<file path="src/rtl/sram_like_arbiter.sv">
// sram_like_arbiter: shares one sram-like bridge port between the instruction cache (M0)
// and the data cache (M1). One transaction is in flight at a time, sequenced as
// grant -> address handshake -> data handshake. The handshake returns (addr_ok, data_ok)
// are combinational pass-throughs of the bridge, qualified by the granted master.
`timescale 1ns/1ps
module sram_like_arbiter #(
    parameter bit          FIXED_PRIO = 1'b0,
    parameter int unsigned AW         = 32,
    parameter int unsigned DW         = 32
) (
    input  logic          clk,
    input  logic          rst,
    // instruction side
    input  logic          m0_req,
    input  logic          m0_wr,
    input  logic [1:0]    m0_size,
    input  logic [AW-1:0] m0_addr,
    input  logic [DW-1:0] m0_wdata,
    output logic [DW-1:0] m0_rdata,
    output logic          m0_addr_ok,
    output logic          m0_data_ok,
    // data side
    input  logic          m1_req,
    input  logic          m1_wr,
    input  logic [1:0]    m1_size,
    input  logic [AW-1:0] m1_addr,
    input  logic [DW-1:0] m1_wdata,
    output logic [DW-1:0] m1_rdata,
    output logic          m1_addr_ok,
    output logic          m1_data_ok,
    // bridge side
    output logic          s_req,
    output logic          s_wr,
    output logic [1:0]    s_size,
    output logic [AW-1:0] s_addr,
    output logic [DW-1:0] s_wdata,
    input  logic [DW-1:0] s_rdata,
    input  logic          s_addr_ok,
    input  logic          s_data_ok
);

    typedef enum logic [1:0] {
        S_IDLE = 2'd0,
        S_ADDR = 2'd1,
        S_DATA = 2'd2
    } state_e;

    state_e state_q, state_d;
    logic   gnt_q,   gnt_d;    // 0 = M0, 1 = M1
    logic   last_q,  last_d;   // master that completed the last address handshake

    logic   gnt_req;
    logic   winner;
    logic   addr_ok_c;
    logic   data_ok_c;

    // State, grant and round-robin history registers; last=1 lets M0 win the first tie.
    always_ff @(posedge clk) begin
        if (rst) begin
            state_q <= S_IDLE;
            gnt_q   <= 1'b0;
            last_q  <= 1'b1;
        end else begin
            state_q <= state_d;
            gnt_q   <= gnt_d;
            last_q  <= last_d;
        end
    end

    // Arbitration, transaction sequencing and handshake generation.
    always_comb begin
        state_d   = state_q;
        gnt_d     = gnt_q;
        last_d    = last_q;
        s_req     = 1'b0;
        addr_ok_c = 1'b0;
        data_ok_c = 1'b0;

        gnt_req = gnt_q ? m1_req : m0_req;
        if (m0_req && m1_req) begin
            winner = FIXED_PRIO ? 1'b1 : ~last_q;
        end else begin
            winner = m1_req;
        end

        case (state_q)
            S_IDLE: begin
                if (m0_req || m1_req) begin
                    gnt_d   = winner;
                    state_d = S_ADDR;
                end
            end
            S_ADDR: begin
                if (!gnt_req) begin
                    // master withdrew before the bridge accepted: abandon quietly
                    state_d = S_IDLE;
                end else begin
                    s_req = 1'b1;
                    if (s_addr_ok) begin
                        addr_ok_c = 1'b1;
                        last_d    = gnt_q;
                        if (s_data_ok) begin
                            data_ok_c = 1'b1;
                            state_d   = S_IDLE;
                        end else begin
                            state_d = S_DATA;
                        end
                    end
                end
            end
            S_DATA: begin
                if (s_data_ok) begin
                    data_ok_c = 1'b1;
                    state_d   = S_IDLE;
                end
            end
            default: begin
                state_d = S_IDLE;
            end
        endcase
    end

    // Request payload always follows the current grant.
    assign s_wr    = gnt_q ? m1_wr    : m0_wr;
    assign s_size  = gnt_q ? m1_size  : m0_size;
    assign s_addr  = gnt_q ? m1_addr  : m0_addr;
    assign s_wdata = gnt_q ? m1_wdata : m0_wdata;

    // Read data is broadcast; only the granted master's data_ok qualifies it.
    assign m0_rdata   = s_rdata;
    assign m1_rdata   = s_rdata;
    assign m0_addr_ok = addr_ok_c & ~gnt_q;
    assign m1_addr_ok = addr_ok_c &  gnt_q;
    assign m0_data_ok = data_ok_c & ~gnt_q;
    assign m1_data_ok = data_ok_c &  gnt_q;

endmodule
</file>
<file path="config.mk">
export PLATFORM = sky130hd
export DESIGN_NAME = sram_like_arbiter
export DESIGN_NICKNAME = d
export VERILOG_FILES = /design/src/rtl/sram_like_arbiter.sv
export SDC_FILE = /design/constraint.sdc
export NUM_CORES = 1
export LEC_CHECK = 0
export BUFFER_PORTS_ARGS = -buffer_cell sky130_fd_sc_hd__buf_2
export CAP_MARGIN = 20
export CORE_AREA = 3 3 118 120
export DETAILED_ROUTE_END_ITERATION = 6
export DIE_AREA = 0 0 121 123
export HOLD_SLACK_MARGIN = 0.12
export SYNTH_ARGS = -nofsm -noshare
export SYNTH_HDL_FRONTEND = slang
export SYNTH_SLANG_ARGS = --single-unit
</file>
<file path="constraint.sdc">
create_clock -name clk -period 3.8 [get_ports clk]
set_input_delay 0.19 -clock clk [delete_from_list [all_inputs] [get_ports clk]]
set_output_delay 0.19 -clock clk [all_outputs]
set_load 0.02 [all_outputs]
</file>
==> out/results.ini, run 1 <==
[sta]
rsz0062_at_grt=no
finalSetupTns_ns=0
period_share_pct=59.1
slew_violations=0
fin_crit_ns=2.25
clock.fmax_mhz=445
slew_headroom_pct=39.6
finalSetupViolations=0
setup_ws_ns=1.55
tightest_slew_ns=0.906
fin_skew_ns=0.00225
hold_violations=0

[drt]
ant_nets=0
drt_iter0_markers=26
drt_wl_total_um=5790
vias_per_cell=3.41
num_vias=1677
drc=0
routedWlPerCell_um=11.8
drtPass1Iterations=4

[layout]
syn_to_final_growth_pct=52.9
final_area_um2=2400
diodes=0
nNetsFinal=492
layout-drive-gt1-share_pct=90.2

[yosys]
avgSynthCellArea_um2=9.08
yosys_warnings=0
synth_area_leader_cell=mux2_2
yosysSeqAreaShare_pct=5.10
ys_types=23
synth_top_area_share_pct=48.0
synth_cells=173
synth_seq_cells=4
syn_nets=348
ys_top_cells_by_area=mux2_2 (48%), buf_4 (31%), dfxtp_1 (5.1%)
synth.cell_area_um2=1570

[die]
die_area_um2=14900
die_w_um=121
die_height_um=123
rows=42
io_pins=308
core-area_um2=13100
start_util_pct=12.0

[setup_path]
worstPathMaxFanout=73
rrSetupSlack_ns=1.88
worstReg2RegEnd=last_q$_SDFFE_PP1P_
crit_arrival_ns=2.06
r2r-start=gnt_q$_SDFFE_PP0P_
cp-end-kind=primary output
crit_family=flip-flops
critPathRequiredTime_ns=3.61
rr_worst_depth=4
max_stage_delay_ns=0.93
worst_path_max_delay_cell=dfxtp_4
path_cells=mux2i_2 > nor2b_4 > a21oi_1 > nor3_1 > buf_2
critPathLaunchType=flop
critical_path_buf_inv_count=1
criticalPathCategory=reg2out

[run]
maxCapViolCount=0

[clock_network]
cts_buffers=3
cts-root-buf=clkbuf_16
postCtsSetupBuffers=0
cts_buffer_depth=2
cts_tree=done
h-tree-depth=1
clk_latency_ns=0.22
cts_resized=0
cts.sinks=4
path_clk_slew_ns=0.03
ctsHoldBuffers=0

[pwr]
switching_power_w=0.000222
combinationalPowerShare_pct=58.7
peakVddDrop_mv=0.212
swShare_pct=38.2
p_leak_nw=1.24
internal_power_w=0.000360
clkPwrFrac_pct=28.9
p_seq_share_pct=12.3
power_density_nw_per_um2=243

[status]
status=finished, final reports clean

[placement]
post_dp_cell_area_um2=2320
dp_slack_ns=1.75
io_buffers=211
gp_congestion=0.726
hpwl_um=5120

[min_path]
whs_path_depth=2
hold_path.class=in2reg
min_to=gnt_q$_SDFFE_PP0P_
min_from=rst

[grt]
gr-total-overflow=0
grt_max_degree=74
grt_pass1_wl_um=7910
grt_antenna_before_repair=0
grt.total_usage_pct=6.67
grt_pass1_vias=1679

-- power groups by stage --
stage | clock network (W) | registers (W) | logic, W
4_1_cts | 0.000172 | 0.0000727 | 0.000347
2_1_floorplan | 0 | 0.0000487 | 0.000326
6_report | 0.000169 | 0.0000719 | 0.000342
3_3_place_gp | 0 | 0.0000730 | 0.000344
3_5_place_dp | 0 | 0.0000733 | 0.000345
5_1_grt | 0.000175 | 0.0000743 | 0.000370
-- flip-flops by register name, summed over array words and instances, names as in the netlist --
signal   count
gnt_q        1
last_q       1
state_q      2
-- cell usage after synthesis --
cell      count
a211o_1       1
a21boi_1      1
a21oi_1       2
a32oi_1       1
and3_4        1
buf_2         7
buf_4        64
buf_6         1
dfxtp_1       4
ha_1          3
inv_1         3
mux2_2       67
mux2i_1       1
mux2i_2       1
nand2_1       4
nand2b_1      2
nand4b_1      1
nor2_1        4
nor2b_1       1
nor2b_4       1
nor3_1        1
nor3b_1       1
o31ai_1       1
-- cells in the final DEF, fill, tap and decap left out, types with 2 or more instances in the layout --
| cell type | instances |
|---|---|
| nand2_1 | 4 |
| inv_1 | 3 |
| nor2_1 | 4 |
| ha_1 | 3 |
| mux2_2 | 67 |
| clkbuf_16 | 3 |
| buf_2 | 211 |
| a21oi_1 | 2 |
| dfxtp_1 | 3 |
| nand2b_1 | 2 |
-- per-layer routing --
metal / share of wire [%] / wire length [um] / track usage [%]
met5: 0 / 0 / 0
met4: 2.5 / 144 / 2.83
met3: 11 / 622 / 1.83
met2: 51 / 2960 / 12.5
met1: 36 / 2070 / 7.01
-- worst max-delay path by stage --
stage / startpoint / to / slack [ns] / cells past startpoint
finish: gnt_q$_SDFFE_PP0P_ / m0_data_ok / 1.55 / 5
global route: gnt_q$_SDFFE_PP0P_ / m0_data_ok / 1.38 / 5
CTS: gnt_q$_SDFFE_PP0P_ / m0_data_ok / 1.51 / 5
detailed placement: gnt_q$_SDFFE_PP0P_ / m0_data_ok / 1.75 / 5
global placement: gnt_q$_SDFFE_PP0P_ / m0_data_ok / 1.78 / 5
floorplan: gnt_q$_SDFFE_PP0P_ / m1_data_ok / 2.15 / 5
-- metrics by stage --
| step | instances | power, W | utilization [%] | hold WS, ns |
|---|---|---|---|---|
| after detailed placement | 488 | 0.000419 | 17.8 | 0.380 |
| after global placement | 488 | 0.000417 | 17.8 | 0.380 |
| after global routing | 492 | 0.000620 | 18.4 | 0.198 |
| after floorplan | 173 | 0.000375 | - | 0.262 |
| final | 492 | 0.000583 | 18.4 | 0.192 |
| after CTS | 492 | 0.000591 | 18.4 | 0.189 |
-- worst register-to-register path, stage by stage (launching register included) --
cell	delay [ns]
dfxtp_4	0.93
mux2i_2	0.35
nor2b_4	0.08
and3_4	0.18
a211o_1	0.25
-- cell families after synthesis --
group                    share of synthesized area (%)
flip-flops                                        5.10
AND/OR/NAND/NOR                                   6.05
buffers and inverters                             34.2
AO/OA/AOI/OAI                                     2.71
adder cells (fa/ha/maj)                           2.39
multiplexers                                      49.5
-- layout make-up --
type,instances,area [um^2]
flip-flops and latches,4,83.8
fillers,1457,10700
inverters,3,11.3
repair buffers,211,1060
multi-input cells,94,953
clock buffers,4,78.8
well taps,176,220
No activity file was read; power rests on OpenSTA's default activity.
==> run 2: changes to the inputs <==
Settings changed: CORE_AREA 3 3 118 120 to 3 3 119 121, DIE_AREA 0 0 121 123 to 0 0 122 124.
Clock period 3.8 ns to 2.3 ns, I/O delays scaled along.
==> out/results.ini, run 2 (same netlist as run 1, synthesis figures left out) <==
[layout]
layout-drive-gt1-share_pct=89.9
fill_cells=1475
syn_to_final_growth_pct=55.0
largest_reg_flops=2
layout_common_cells=buf_2 (211), mux2_2 (67), nand2_1 (4), nor2_1 (4)
regArea_um2=83.8
multi_input_area_um2=953
nNetsFinal=494
largest_register=state_q
reg_top3=state_q (2), gnt_q (1), last_q (1)
final_common_cell=buf_2
utilization_pct=18.5

[placement]
gp_congestion=0.838
hpwl_um=6270
io_buffers=211

[pwr]
power_density_nw_per_um2=399
internal_power_w=0.000601
peakVddDrop_mv=0.151
clkPwrFrac_pct=28.5
combinationalPowerShare_pct=62.0
swShare_pct=38.2
switching_power_w=0.000371
p_seq_share_pct=9.6
p_leak_nw=1.25

[grt]
grt_pass1_vias=1700
grt.total_usage_pct=7.66
grt_max_degree=53
grt_pass1_wl_um=8870
gr-total-overflow=0
grt_antenna_before_repair=5

[sta]
period_share_pct=77.9
slew_headroom_pct=79.7
hold_violations=0
slew_violations=0
clock.fmax_mhz=558
fin_crit_ns=1.79
tightest_slew_ns=0.304
finalSetupViolations=0
fin_skew_ns=0.00198
rsz0062_at_grt=no
finalSetupTns_ns=0

[drt]
ant_nets=0
drt_iter0_markers=27
drt_wl_total_um=6880
num_vias=1767
drc=0
drtPass1Iterations=4
vias_per_cell=3.57
routedWlPerCell_um=13.9

[clock_network]
h-tree-depth=1
cts.sinks=4
cts_buffer_depth=2
path_clk_slew_ns=0.03
clk_latency_ns=0.22
cts_buffers=3
cts_tree=done
cts_resized=0
cts-root-buf=clkbuf_16

[min_path]
hold_path.class=in2reg

[run]
maxCapViolCount=0

[setup_path]
worstPathMaxFanout=52
critPathLaunchType=flop
path_cells=buf_12 > mux2_2 > buf_2
crit_arrival_ns=1.68
cp-end-kind=primary output
worst_path_max_delay_cell=dfxtp_4
criticalPathCategory=reg2out
max_stage_delay_ns=0.53
critPathRequiredTime_ns=2.18

[die]
die_w_um=122
start_util_pct=11.9
die_height_um=124
io_pins=308
core-area_um2=13200
die_area_um2=15100
rows=42

[status]
status=finished, final reports clean

==> run 2: cell count changes in the layout (fill, tap and decap cells not counted), sizes merged <==
cell,change
diode,+1
buf,+1
dlygate4sd3,+1
==> run 2: area by class of cell <==
cell class | instances | area share, %
Antenna cell | 1 | 0.103
Clock buffer | 4 | 3.24
Inverter | 3 | 0.462
Multi-Input combinational cell | 94 | 39.1
Sequential cell | 4 | 3.44
Tap cell | 176 | 9.04
Timing Repair Buffer | 213 | 44.6
==> run 2: routing by layer <==
metal	share of wire [%]	vias to the layer above	track usage [%]	wire, um
li1	-	824	-	-
met1	29	739	6.37	1980
met2	54	164	16.1	3730
met3	13	32	2.72	914
met4	3.1	8	3.01	212
met5	0.73	-	0	50
==> run 2: what timing repair did <==
action | CTS | global route
endpoints found under the hold margin | 1 | 0
buffers inserted | 0 | 0
hold buffers | 1 | 0
==> run 2: worst max-delay path: cells and delay by family (launching register included) <==
family | cells | cell delay [ns]
flip-flops | 1 | 0.53
buffers and inverters | 2 | 0.46
multiplexers | 1 | 0.42
==> run 2: final timing paths <==
path	from	end	slack, ns	depth (start not counted)
max	gnt_q$_SDFFE_PP0P_	s_wdata[29]	0.51	3
min	m1_req	gnt_q$_SDFFE_PP0P_	0.22	3
max reg2reg	gnt_q$_SDFFE_PP0P_	last_q$_SDFFE_PP1P_	0.83	4
min reg2reg	last_q$_SDFFE_PP1P_	last_q$_SDFFE_PP1P_	0.48	1
==> run 2: power by group through the flow <==
stage	sequential, W	clock, W	combinational [W]
after floorplan	0.0000805	0	0.000538
after global placement	0.0000941	0	0.000602
after detailed placement	0.0000944	0	0.000608
after CTS	0.0000934	0.000283	0.000611
after global routing	0.0000954	0.000291	0.000647
final	0.0000930	0.000277	0.000602
==> run 2: through the flow <==
step / cells / total power [W] / worst slack (ns) / area, um^2 / hold WS [ns]
global route: 495 / 0.00103 / 0.435 / 2440 / 0.230
CTS: 494 / 0.000987 / 0.474 / 2430 / 0.224
floorplan: 173 / 0.000619 / 0.729 / 1570 / 0.187
global placement: 489 / 0.000696 / 0.729 / 2340 / 0.230
detailed placement: 489 / 0.000702 / 0.710 / 2340 / 0.230
finish: 495 / 0.000972 / 0.509 / 2440 / 0.220
==> run 3: changes to the inputs <==
Clock period 2.3 ns to 1.5 ns, I/O delays scaled along.
==> out/results.ini, run 3 (same netlist as run 1, synthesis figures left out) <==
[status]
status=finished, final reports clean

[clock_network]
cts_buffers=3
h-tree-depth=1
path_clk_slew_ns=0.03
cts_tree=done
cts_buffer_depth=2
clk_latency_ns=0.23
cts.sinks=4
cts-root-buf=clkbuf_16

[pwr]
p_leak_nw=1.28
peakVddDrop_mv=0.287
combinationalPowerShare_pct=64.1
clkPwrFrac_pct=27.7
power_density_nw_per_um2=631
swShare_pct=40.0
internal_power_w=0.000945
switching_power_w=0.000631
p_seq_share_pct=8.2

[setup_path]
crit_arrival_ns=1.42
critPathLaunchType=flop
critPathRequiredTime_ns=1.42
worst_path_max_delay_cell=dfxtp_4
max_stage_delay_ns=0.38
cp-end-kind=primary output
worstPathMaxFanout=42
crit_start=gnt_q$_SDFFE_PP0P_
path_cells=buf_12 > mux2_2 > buf_2
criticalPathCategory=reg2out
r2r-start=gnt_q$_SDFFE_PP0P_

[grt]
grt.total_usage_pct=9.12
grt_max_degree=43
grt_pass1_vias=1716
gr-total-overflow=0
grt_antenna_before_repair=1
grt_pass1_wl_um=10100

[layout]
final_area_um2=2500
reg_top3=state_q (2), gnt_q (1), last_q (1)
fill_cells=1505
largest_reg_flops=2
layout_common_cells=buf_2 (208), mux2_2 (66), nand2_1 (4), nor2_1 (4), buf_4 (4)
largest_register=state_q
nNetsFinal=497
fin_cells=497
layout-drive-gt1-share_pct=91.9
syn_to_final_growth_pct=59.0
final_common_cell=buf_2
diodes=0

[die]
rows=42
core-area_um2=13200
die_area_um2=15100
die_w_um=122
start_util_pct=11.9
io_pins=308
die_height_um=124

[placement]
gp_congestion=0.744
dp_slack_ns=0.0735
io_buffers=211
dpl.cell_count=490
hpwl_um=7060
post_dp_cell_area_um2=2370

[sta]
slew_violations=0
hold_ws_ns=0.150
period_share_pct=99.6
fin_skew_ns=0.00539
fin_crit_ns=1.49
setup_ws_ns=0.00616
rsz0062_at_grt=yes
finalSetupViolations=0
tightest_slew_ns=0.217
clock.fmax_mhz=669
slew_headroom_pct=85.2
hold_violations=0

[drt]
routedWlPerCell_um=15.6
vias_per_cell=3.53
drt_iter0_markers=24
wl_met1_um=2490
met3_length_um=1080
ant_nets=0
num_vias=1756
drt_wl_total_um=7750
drtPass1Iterations=4
wl_met2_um=4060
drc=0
top_layer_used=met4

[min_path]
min_from=s_rdata[24]
hold_path.class=in2out

[run]
maxCapViolCount=0

## run 3: per-stage QoR
stage,util (%),setup TNS (ns),total power (W)
finish,18.9,0,0.00158
global route,18.9,-0.535,0.00168
CTS,18.8,-0.00696,0.00160
detailed placement,18.0,0,0.00114
global placement,18.0,0,0.00114
floorplan,-,-0.00191,0.000950
## run 3: path summary, 6_finish.rpt
kind	endpoint	slack, ns	depth (start not counted)
worst max-delay path	s_wdata[18]	0.006	3
worst min-delay path	m0_rdata[24]	0.15	0
worst max register to register	last_q$_SDFFE_PP1P_	0.11	5
worst min register to register	last_q$_SDFFE_PP1P_	0.46	1
## run 3: critical path, delay by kind of cell, from the launching register on
family                 cells  cell delay [ns]
multiplexers               1             0.38
buffers and inverters      2             0.39
flip-flops                 1             0.38
## run 3: power groups by stage
stage | Combinational [W] | Clock (W) | Sequential, W
floorplan | 0.000827 | 0 | 0.000123
global placement | 0.00101 | 0 | 0.000128
detailed placement | 0.00101 | 0 | 0.000129
CTS | 0.00103 | 0.000445 | 0.000127
global route | 0.00109 | 0.000455 | 0.000131
finish | 0.00101 | 0.000437 | 0.000129
## run 3: what timing repair did
item,CTS,global route
setup endpoints to repair,2,34
hold buffers,1,0
pin swaps,0,0
buffers inserted,2,0
hold endpoints to repair,3,0
gates resized for setup,1,8
## run 3: area by class of cell
class / count / area, um^2 / share of cell area, %
clock buffer: 4 / 78.8 / 3.15
inverter: 3 / 11.3 / 0.451
multi-input combinational: 94 / 975 / 39.0
sequential: 4 / 85.1 / 3.41
tap: 176 / 220 / 8.81
timing repair buffer: 216 / 1130 / 45.2
## run 3: per-layer routing
metal	up-vias	GRT usage, %
met5	-	0
met4	0	2.31
met3	23	4.00
met2	138	17.8
met1	768	8.70
li1	827	-
